File: config.mk
export PLATFORM = sky130hd
export DESIGN_NAME = u_wb
export DESIGN_NICKNAME = d
export VERILOG_FILES = /design/src/rtl/u_wb.sv
export SDC_FILE = /design/constraint.sdc
export NUM_CORES = 1
export LEC_CHECK = 0
export BUFFER_PORTS_ARGS = -buffer_cell sky130_fd_sc_hd__buf_4
export CORE_MARGIN = 2
export CORE_UTILIZATION = 57
export DETAILED_ROUTE_END_ITERATION = 16
export GPL_TIMING_DRIVEN = 0
export PLACE_DENSITY = 0.91
export SYNTH_ARGS = -nofsm -noshare
export SYNTH_HDL_FRONTEND = slang
export SYNTH_SLANG_ARGS = --single-unit
File: constraint.sdc
create_clock -name clk -period 4.8 [get_ports clk]
set_input_delay 0.48 -clock clk [delete_from_list [all_inputs] [get_ports clk]]
set_output_delay 0.48 -clock clk [all_outputs]
set_load 0.01 [all_outputs]
File: src/rtl/u_wb.sv
// Purpose: register-file writeback that merges ALU results with in-order load responses and tracks pending loads.
// Latency: an event accepted in cycle N shows on rd_e/rd_a/rd_i in N+1; busy_o/hazard_o are combinational over the load queue.
// Backpressure: alu_rdy drops whenever a load response is present (loads always win); ld_issue_rdy drops when the queue is full.
//
// Ports:
//   clk, rst_n                                    clock, asynchronous active-low reset
//   alu_v/alu_rdy/alu_rd_a/alu_rd_i               ALU result handshake (held by the ALU until accepted)
//   ld_issue_v/ld_issue_rdy/_rd_a/_f3/_off        load issue into the pending-load queue
//   ld_rsp_v/ld_rsp_data                          in-order load data, no backpressure
//   rs1_a/rs2_a/hazard_o/busy_o                   load scoreboard seen by decode
//   rd_e/rd_a/rd_i                                registered regfile write port
//   err_o                                         sticky: orphan response or illegal load funct3
module u_wb #(
    parameter int XLEN     = 32,
    parameter int LQ_DEPTH = 4
) (
    input  logic            clk,
    input  logic            rst_n,
    input  logic            alu_v,
    output logic            alu_rdy,
    input  logic [4:0]      alu_rd_a,
    input  logic [XLEN-1:0] alu_rd_i,
    input  logic            ld_issue_v,
    output logic            ld_issue_rdy,
    input  logic [4:0]      ld_issue_rd_a,
    input  logic [2:0]      ld_issue_f3,
    input  logic [1:0]      ld_issue_off,
    input  logic            ld_rsp_v,
    input  logic [XLEN-1:0] ld_rsp_data,
    input  logic [4:0]      rs1_a,
    input  logic [4:0]      rs2_a,
    output logic            hazard_o,
    output logic [31:0]     busy_o,
    output logic            rd_e,
    output logic [4:0]      rd_a,
    output logic [XLEN-1:0] rd_i,
    output logic            err_o
);
    localparam int PW = $clog2(LQ_DEPTH);

    typedef logic [PW-1:0] ptr_t;
    typedef logic [PW:0]   cnt_t;

    localparam cnt_t LQ_FULL = cnt_t'(LQ_DEPTH);

    typedef struct packed {
        logic [4:0] rd_a;
        logic [2:0] f3;
        logic [1:0] off;
    } lq_ent_t;

    lq_ent_t             lq [LQ_DEPTH];
    ptr_t                wr_ptr;
    ptr_t                rd_ptr;
    cnt_t                count;
    lq_ent_t             head;
    logic                lq_push;
    logic                lq_pop;
    logic                rsp_orphan;
    logic                alu_acc;
    logic [LQ_DEPTH-1:0] ent_vld;
    logic [31:0]         busy_c;

    function automatic logic f3_legal(input logic [2:0] f3);
        return (f3 == 3'b000) || (f3 == 3'b001) || (f3 == 3'b010) ||
               (f3 == 3'b100) || (f3 == 3'b101);
    endfunction

    // Memory returns the aligned word; pick the addressed byte/half and extend.
    function automatic logic [XLEN-1:0] fmt_load(input logic [2:0] f3,
                                                 input logic [1:0] off,
                                                 input logic [XLEN-1:0] w);
        logic [7:0]      b;
        logic [15:0]     h;
        logic [XLEN-1:0] r;
        case (off)
            2'd0:    b = w[7:0];
            2'd1:    b = w[15:8];
            2'd2:    b = w[23:16];
            default: b = w[31:24];
        endcase
        h = off[1] ? w[31:16] : w[15:0];
        case (f3)
            3'b000:  r = {{(XLEN-8){b[7]}}, b};
            3'b100:  r = {{(XLEN-8){1'b0}}, b};
            3'b001:  r = {{(XLEN-16){h[15]}}, h};
            3'b101:  r = {{(XLEN-16){1'b0}}, h};
            3'b010:  r = w;
            default: r = '0;
        endcase
        return r;
    endfunction

    // Readiness looks at count only, so a same-cycle pop never makes room for a push.
    assign ld_issue_rdy = (count < LQ_FULL);
    assign alu_rdy      = ~ld_rsp_v;

    assign head       = lq[rd_ptr];
    assign lq_push    = ld_issue_v & ld_issue_rdy;
    assign lq_pop     = ld_rsp_v & (count != '0);
    assign rsp_orphan = ld_rsp_v & (count == '0);
    assign alu_acc    = alu_v & alu_rdy;

    // An entry is live when its distance from the read pointer is below count.
    always_comb begin
        ptr_t rel;
        rel     = '0;
        ent_vld = '0;
        busy_c  = '0;
        for (int i = 0; i < LQ_DEPTH; i++) begin
            rel        = ptr_t'(i) - rd_ptr;
            ent_vld[i] = ({1'b0, rel} < count);
            if (ent_vld[i]) begin
                busy_c[lq[i].rd_a] = 1'b1;
            end
        end
        busy_c[0] = 1'b0;
    end

    assign busy_o   = busy_c;
    assign hazard_o = busy_c[rs1_a] | busy_c[rs2_a];

    // Queue storage needs no reset: liveness comes from the pointers and count.
    always_ff @(posedge clk) begin
        if (lq_push) begin
            lq[wr_ptr] <= '{rd_a: ld_issue_rd_a, f3: ld_issue_f3, off: ld_issue_off};
        end
    end

    always_ff @(posedge clk or negedge rst_n) begin
        if (!rst_n) begin
            wr_ptr <= '0;
            rd_ptr <= '0;
            count  <= '0;
            rd_e   <= 1'b0;
            rd_a   <= '0;
            rd_i   <= '0;
            err_o  <= 1'b0;
        end else begin
            rd_e <= 1'b0;
            if (lq_pop) begin
                rd_e <= (head.rd_a != 5'd0);
                rd_a <= head.rd_a;
                rd_i <= fmt_load(head.f3, head.off, ld_rsp_data);
            end else if (alu_acc) begin
                rd_e <= (alu_rd_a != 5'd0);
                rd_a <= alu_rd_a;
                rd_i <= alu_rd_i;
            end
            if (rsp_orphan || (lq_pop && !f3_legal(head.f3))) begin
                err_o <= 1'b1;
            end
            if (lq_push) begin
                wr_ptr <= wr_ptr + ptr_t'(1);
            end
            if (lq_pop) begin
                rd_ptr <= rd_ptr + ptr_t'(1);
            end
            count <= count + cnt_t'(lq_push) - cnt_t'(lq_pop);
        end
    end
endmodule

==> results.py, run 1 <==
metrics = {
    "critical_path": {
        "r2r-start": "count[2]",
        "slowest_stage": "o221ai_1",
        "critPathMaxFanout": 10,
        "crit_required_ns": 4.32,
        "reg2reg_slack_ns": 1.73,
        "worstSetupStartpointType": "flop",
        "crit_path_max_incr_delay_ns": 0.50,
        "path_buf_inv": 4,
        "crit_chain": "clkbuf_4 > xnor2_1 > inv_1 > ha_1 > and2b_1 > a211o_1 > buf_6 > o221ai_1 > mux2i_1 > mux4_2 > a22o_1 > o221ai_2 > buf_4",
        "arrival_ns": 4.19,
        "end_kind": "output pin",
        "crit_family": "compound AO/OA/AOI/OAI gates",
        "rr_worst_depth": 12,
        "r2r-end": "count[2]",
        "crit_type": "reg -> out",
    },
    "route": {
        "num_vias": 6875,
        "drc": 0,
        "routedWlPerCell_um": 23.9,
        "vias_per_cell": 6.85,
        "postRouteAntennaNets": 0,
        "first_iter_violations": 1034,
        "routed_wirelength_mm": 24.0,
        "first_pass_iters": 8,
    },
    "timing": {
        "fin_crit_ns": 4.67,
        "drv_slew": 0,
        "max-slew-margin-rel": 0.480,
        "finalSetupTns_ns": 0,
        "fin_skew_ns": 0.0159,
        "tightest_slew_ns": 0.777,
        "period_share": 0.973,
        "timing.final.ws_setup_ns": 0.131,
        "setup_violations": 0,
        "hold_ws_ns": 0.108,
        "hold_viol_final": 0,
        "clock.fmax_mhz": 214,
        "rsz0062_at_grt": "no",
    },
    "logic_synthesis": {
        "synthMuxAreaShare": 0.101,
        "async_flop_share": 0.535,
        "synth_common_cells": "95 x a21oi_1, 89 x nor2_1, 49 x nand2_1",
        "synth_edf_count": 40,
        "synth_seq_cells": 86,
        "synth_area_um2": 6290,
        "synth_seq_area_share": 0.374,
        "synth_top_flop_cell": "dfrtp_1",
        "netlist-cell-type-count": 72,
        "synth-simple-area-share": 0.185,
        "synth_top_family_by_area": "compound AO/OA/AOI/OAI gates",
        "synth_top_area_cell": "edfxtp_1",
        "netlist.area_leader.share": 0.191,
        "synth_cells": 682,
        "yosysMostFrequentCell": "a21oi_1",
        "ys_warn_count": 0,
        "synth_compound_area_frac": 0.252,
        "synth_xor_area_frac": 0.00835,
        "synthAdderAreaFrac": 0.0231,
        "syn_area_per_cell_um2": 9.23,
        "synth_area_leaders": "edfxtp_1 19%, dfrtp_1 18%, a21oi_1 7.6%",
        "syn-num-nets": 787,
    },
    "outcome": {
        "outcome": "complete, no violations",
    },
    "global_route": {
        "grtUsageTotal": 0.412,
        "antenna_found_initial": 0,
        "grt_max_degree": 47,
        "first_global_vias": 6682,
        "overflow": 0,
        "grt_first_pass_wirelength_mm": 36.7,
    },
    "cts": {
        "root_buffer": "clkbuf_8",
        "post_cts.repair.setup_buffers": 0,
        "cts_tree": "built",
        "clock_latency_ns": 0.38,
        "numCtsBuffers": 9,
        "clock_path_buffers": 2,
        "h-tree-depth": 3,
        "clock-sinks": 86,
        "clk_pin_slew_ns": 0.10,
    },
    "floorplanning": {
        "start_util": 0.583,
        "placementRows": 38,
        "die_x_um": 109,
        "ios": 168,
        "coreArea_um2": 10800,
        "die_h_um": 109,
        "dieArea_um2": 11900,
    },
    "layout": {
        "antennaDiodeCount": 0,
        "layout.nets": 963,
        "fin_cells": 1003,
        "drive_gt1_frac": 0.282,
        "area_growth_pct": 26.1,
    },
    "place": {
        "detailedPlace.worstSlack_ns": 0.595,
        "gp_congestion": 1.05,
        "io_buffer_count": 165,
        "dp.final_hpwl_mm": 18.2,
        "dp_cells": 987,
    },
    "power_and_ir_drop": {
        "vdd_drop_max_uv": 459,
        "p_leak_nw": 3.31,
        "total_power_mw": 4.53,
        "pwr_density_cell_nw_per_um2": 571,
    },
    "min_path": {
        "hold_class": "in -> async",
    },
    "job": {
        "max-cap-violations": 0,
    },
}
[cell usage in the layout (no fill, tap or decap), types with 17 or more instances in the layout]
master and count:
a21oi_1 95, a22oi_1 17, buf_4 169, clkbuf_1 21
dfrtp_1 46, edfxtp_1 40, inv_1 26, nand2_1 49
nand2b_1 18, nand3_1 17, nor2_1 89, nor2b_1 24
[logic make-up (layout without fill, tap and decap cells)]
| family | count (synthesis) | in the layout |
|---|---|---|
| flops | 86 | 86 |
| compound gates | 227 | 227 |
| mux | 37 | 37 |
| buf+inv | 71 | 252 |
| xor+xnor | 6 | 6 |
| fa+ha+maj | 11 | 11 |
| simple gates | 243 | 243 |
| other cells | 1 | 1 |
[metrics by stage]
stage / util / cell area, um^2
after floorplan: - / 6290
after global placement: 0.714 / 7710
after detailed placement: 0.714 / 7710
after CTS: 0.734 / 7920
after global routing: 0.735 / 7930
final: 0.735 / 7930
[metal layers]
metal	global-route usage	up-vias	wire length [um]
met1	0.533	3241	8670
met5	0	-	0
met3	0.100	119	3120
met4	0.189	0	1260
li1	-	2911	-
met2	0.655	604	10900
[how the worst max path moves through the flow]
stage / startpoint / end / slack (ns) / cells after the start
global placement: rd_ptr[1] / hazard_o / 0.68 / 14
detailed placement: rd_ptr[1] / hazard_o / 0.59 / 14
finish: rd_ptr[1] / hazard_o / 0.13 / 13
CTS: rd_ptr[1] / hazard_o / 0.18 / 14
floorplan: rd_ptr[0] / hazard_o / 1.20 / 13
global route: rd_ptr[1] / hazard_o / 0.01 / 13
[cell type report]
| type | count | area (um^2) |
|---|---|---|
| clock buffer | 9 | 124 |
| sequential | 86 | 2350 |
| timing repair buffer | 165 | 1240 |
| clock inverter | 7 | 90.1 |
| inverter | 28 | 105 |
| tap | 140 | 175 |
| multi-input combinational | 525 | 3590 |
| fill | 777 | 2860 |
| buffer | 43 | 256 |
[state kept, by name, indices dropped and copies added (netlist names)]
signal  flops
lq         40
rd_ptr      2
rd_i       32
wr_ptr      2
err_o       1
rd_e        1
count       3
rd_a        5
[worst reg2reg max path, cell delays in order (launching register included)]
cell      delay, ns
dfrtp_1        0.45
buf_6          0.17
nor3_1         0.31
nand2b_1       0.15
clkbuf_1       0.32
inv_2          0.22
ha_1           0.32
inv_1          0.06
ha_1           0.13
inv_1          0.05
fa_1           0.38
xnor2_1        0.24
xnor2_1        0.18
[where the power goes]
part	switching (mW)	internal (mW)	total (mW)
registers	0.182	1.00	1.18
clock network	0.314	0.252	0.566
logic	1.62	1.15	2.78
total	2.12	2.41	4.53
[what timing repair did]
action | in CTS | in global routing
endpoints found under the setup margin | 0 | 1
hold buffers | 0 | 0
gates resized for setup | 0 | 5
endpoints found under the hold margin | 0 | 0
No activity file was read; power rests on OpenSTA's default activity.
==> run 2, diff against run 1 <==
- BUFFER_PORTS_ARGS: -buffer_cell sky130_fd_sc_hd__buf_4 -> not set
- DONT_BUFFER_PORTS: not set -> 1
- PLACE_DENSITY: 0.91 -> 0.77
==> run 2 against run 1 <==
Compared with the run above: global-route usage is 6.0 points lower; critical path type unchanged; count of clock-buffer cells in the layout is 1 higher; register-to-register slack better by 0.10 ns; hold slack better by 0.089 ns; wire length is 14% lower; first-iteration DRC count is 19% lower; core utilization is 12 points lower.
==> results.py, run 2 (synthesis results as in run 1) <==
metrics = {
    "timing": {
        "clock.fmax_mhz": 215,
        "fin_skew_ns": 0.0186,
        "fin_crit_ns": 4.65,
        "setup_violations": 0,
        "max-slew-margin-rel": 0.453,
        "period_share": 0.969,
        "rsz0062_at_grt": "no",
        "hold_ws_ns": 0.197,
        "tightest_slew_ns": 0.821,
        "drv_slew": 0,
        "finalSetupTns_ns": 0,
        "hold_viol_final": 0,
    },
    "place": {
        "dp.final_hpwl_mm": 16.1,
        "io_buffer_count": 0,
        "gp_congestion": 0.983,
    },
    "cts": {
        "clock-sinks": 86,
        "clock_latency_ns": 0.38,
        "post_cts.repair.setup_buffers": 0,
        "clock_path_buffers": 2,
        "numCtsBuffers": 9,
        "root_buffer": "clkbuf_8",
        "cts_tree": "built",
        "clk_pin_slew_ns": 0.09,
        "h-tree-depth": 3,
    },
    "power_and_ir_drop": {
        "p_leak_nw": 2.51,
        "pwr_density_cell_nw_per_um2": 590,
        "vdd_drop_max_uv": 380,
    },
    "route": {
        "postRouteAntennaNets": 0,
        "routedWlPerCell_um": 24.6,
        "m1WireLength_mm": 8.36,
        "drc": 0,
        "routed_wirelength_mm": 20.7,
        "num_vias": 5837,
        "vias_per_cell": 6.95,
        "wl_met3_mm": 2.48,
        "wl_met2_mm": 9.22,
        "first_iter_violations": 833,
        "maxUsedRoutingLayer": "met4",
        "first_pass_iters": 5,
    },
    "critical_path": {
        "r2r-end": "count[2]",
        "arrival_ns": 4.17,
        "worstSetupStartpointType": "flop",
        "critPathMaxFanout": 10,
        "rr_worst_depth": 12,
        "r2r-start": "count[2]",
        "end_kind": "output pin",
        "crit_type": "reg -> out",
        "cp-endpoint": "hazard_o",
        "reg2reg_slack_ns": 1.83,
        "crit_required_ns": 4.32,
        "startpoint": "rd_ptr[1]",
    },
    "layout": {
        "drive_gt1_frac": 0.109,
        "largest_reg_flops": 40,
        "final_common_cell": "a21oi_1",
        "layout.nets": 800,
        "antennaDiodeCount": 0,
        "final_cell_mix": "95 x a21oi_1, 89 x nor2_1, 49 x nand2_1, 46 x dfrtp_1, 40 x edfxtp_1",
        "area_growth_pct": 6.28,
        "top_regs": "lq (40), rd_i (32), rd_a (5)",
        "top_register": "lq",
    },
    "min_path": {
        "hold_class": "in -> reg",
    },
    "global_route": {
        "grt_first_pass_wirelength_mm": 31.4,
        "first_global_vias": 5614,
        "overflow": 0,
        "grt_max_degree": 47,
        "grtUsageTotal": 0.352,
        "antenna_found_initial": 0,
    },
    "outcome": {
        "outcome": "complete, no violations",
    },
    "floorplanning": {
        "dieArea_um2": 11900,
        "coreArea_um2": 10800,
        "placementRows": 38,
        "die_h_um": 109,
        "ios": 168,
        "start_util": 0.583,
        "die_x_um": 109,
    },
    "job": {
        "max-cap-violations": 0,
    },
}
## run 2: where the power goes
part           total, mW  switching, mW  internal [mW]
clock              0.484          0.286          0.198
combinational       2.18           1.33          0.855
sequential          1.28          0.276           1.00
total               3.95           1.89           2.06
## run 2: how the worst min path moves through the flow
stage	startpoint	to	slack (ns)	depth (start not counted)
floorplan	rst_n	count[0]	0.18	0
global placement	rst_n	rd_i[17]	0.19	0
detailed placement	rst_n	rd_i[11]	0.19	0
CTS	ld_issue_off[1]	lq[0][1]	0.19	0
global route	ld_issue_off[1]	lq[2][1]	0.18	0
finish	ld_issue_off[1]	lq[2][1]	0.20	0
## run 2: worst max-delay path, stage by stage, from the launching register on
cell	delay, ns
dfrtp_1	0.46
buf_2	0.30
xnor2_1	0.18
inv_1	0.07
ha_1	0.27
and2b_1	0.15
a211o_1	0.33
buf_2	0.31
a2bb2o_1	0.34
a2111oi_1	0.62
o311ai_0	0.20
a41oi_1	0.24
o31a_1	0.20
o221ai_2	0.14
## run 2: layout make-up
class | instances | area, um^2
inverter | 28 | 105
buffer | 43 | 251
clock buffer | 10 | 128
tap | 140 | 175
sequential | 86 | 2350
timing repair buffer | 2 | 37.5
clock inverter | 6 | 53.8
multi-input combinational | 525 | 3590
fill | 906 | 4100
## run 2: routing by layer
layer	vias up	track usage
met5	-	0
met1	2822	0.495
met3	55	0.0855
met4	0	0.120
met2	378	0.534
li1	2582	-
## run 2: timing repair
item,CTS,global route
setup endpoints to repair,0,1
hold endpoints to repair,46,0
hold buffers,2,0
resized for setup,0,1
## run 2: metrics by stage
step | setup WS, ns | std cells | area [um^2] | total power, mW | utilization
global route | 0.0151 | 840 | 6690 | 4.19 | 0.620
global placement | 0.540 | 822 | 6470 | 3.36 | 0.599
detailed placement | 0.619 | 822 | 6470 | 3.42 | 0.599
finish | 0.147 | 840 | 6690 | 3.95 | 0.620
CTS | 0.185 | 840 | 6690 | 3.91 | 0.620
floorplan | 1.20 | 682 | 6290 | 2.86 | -
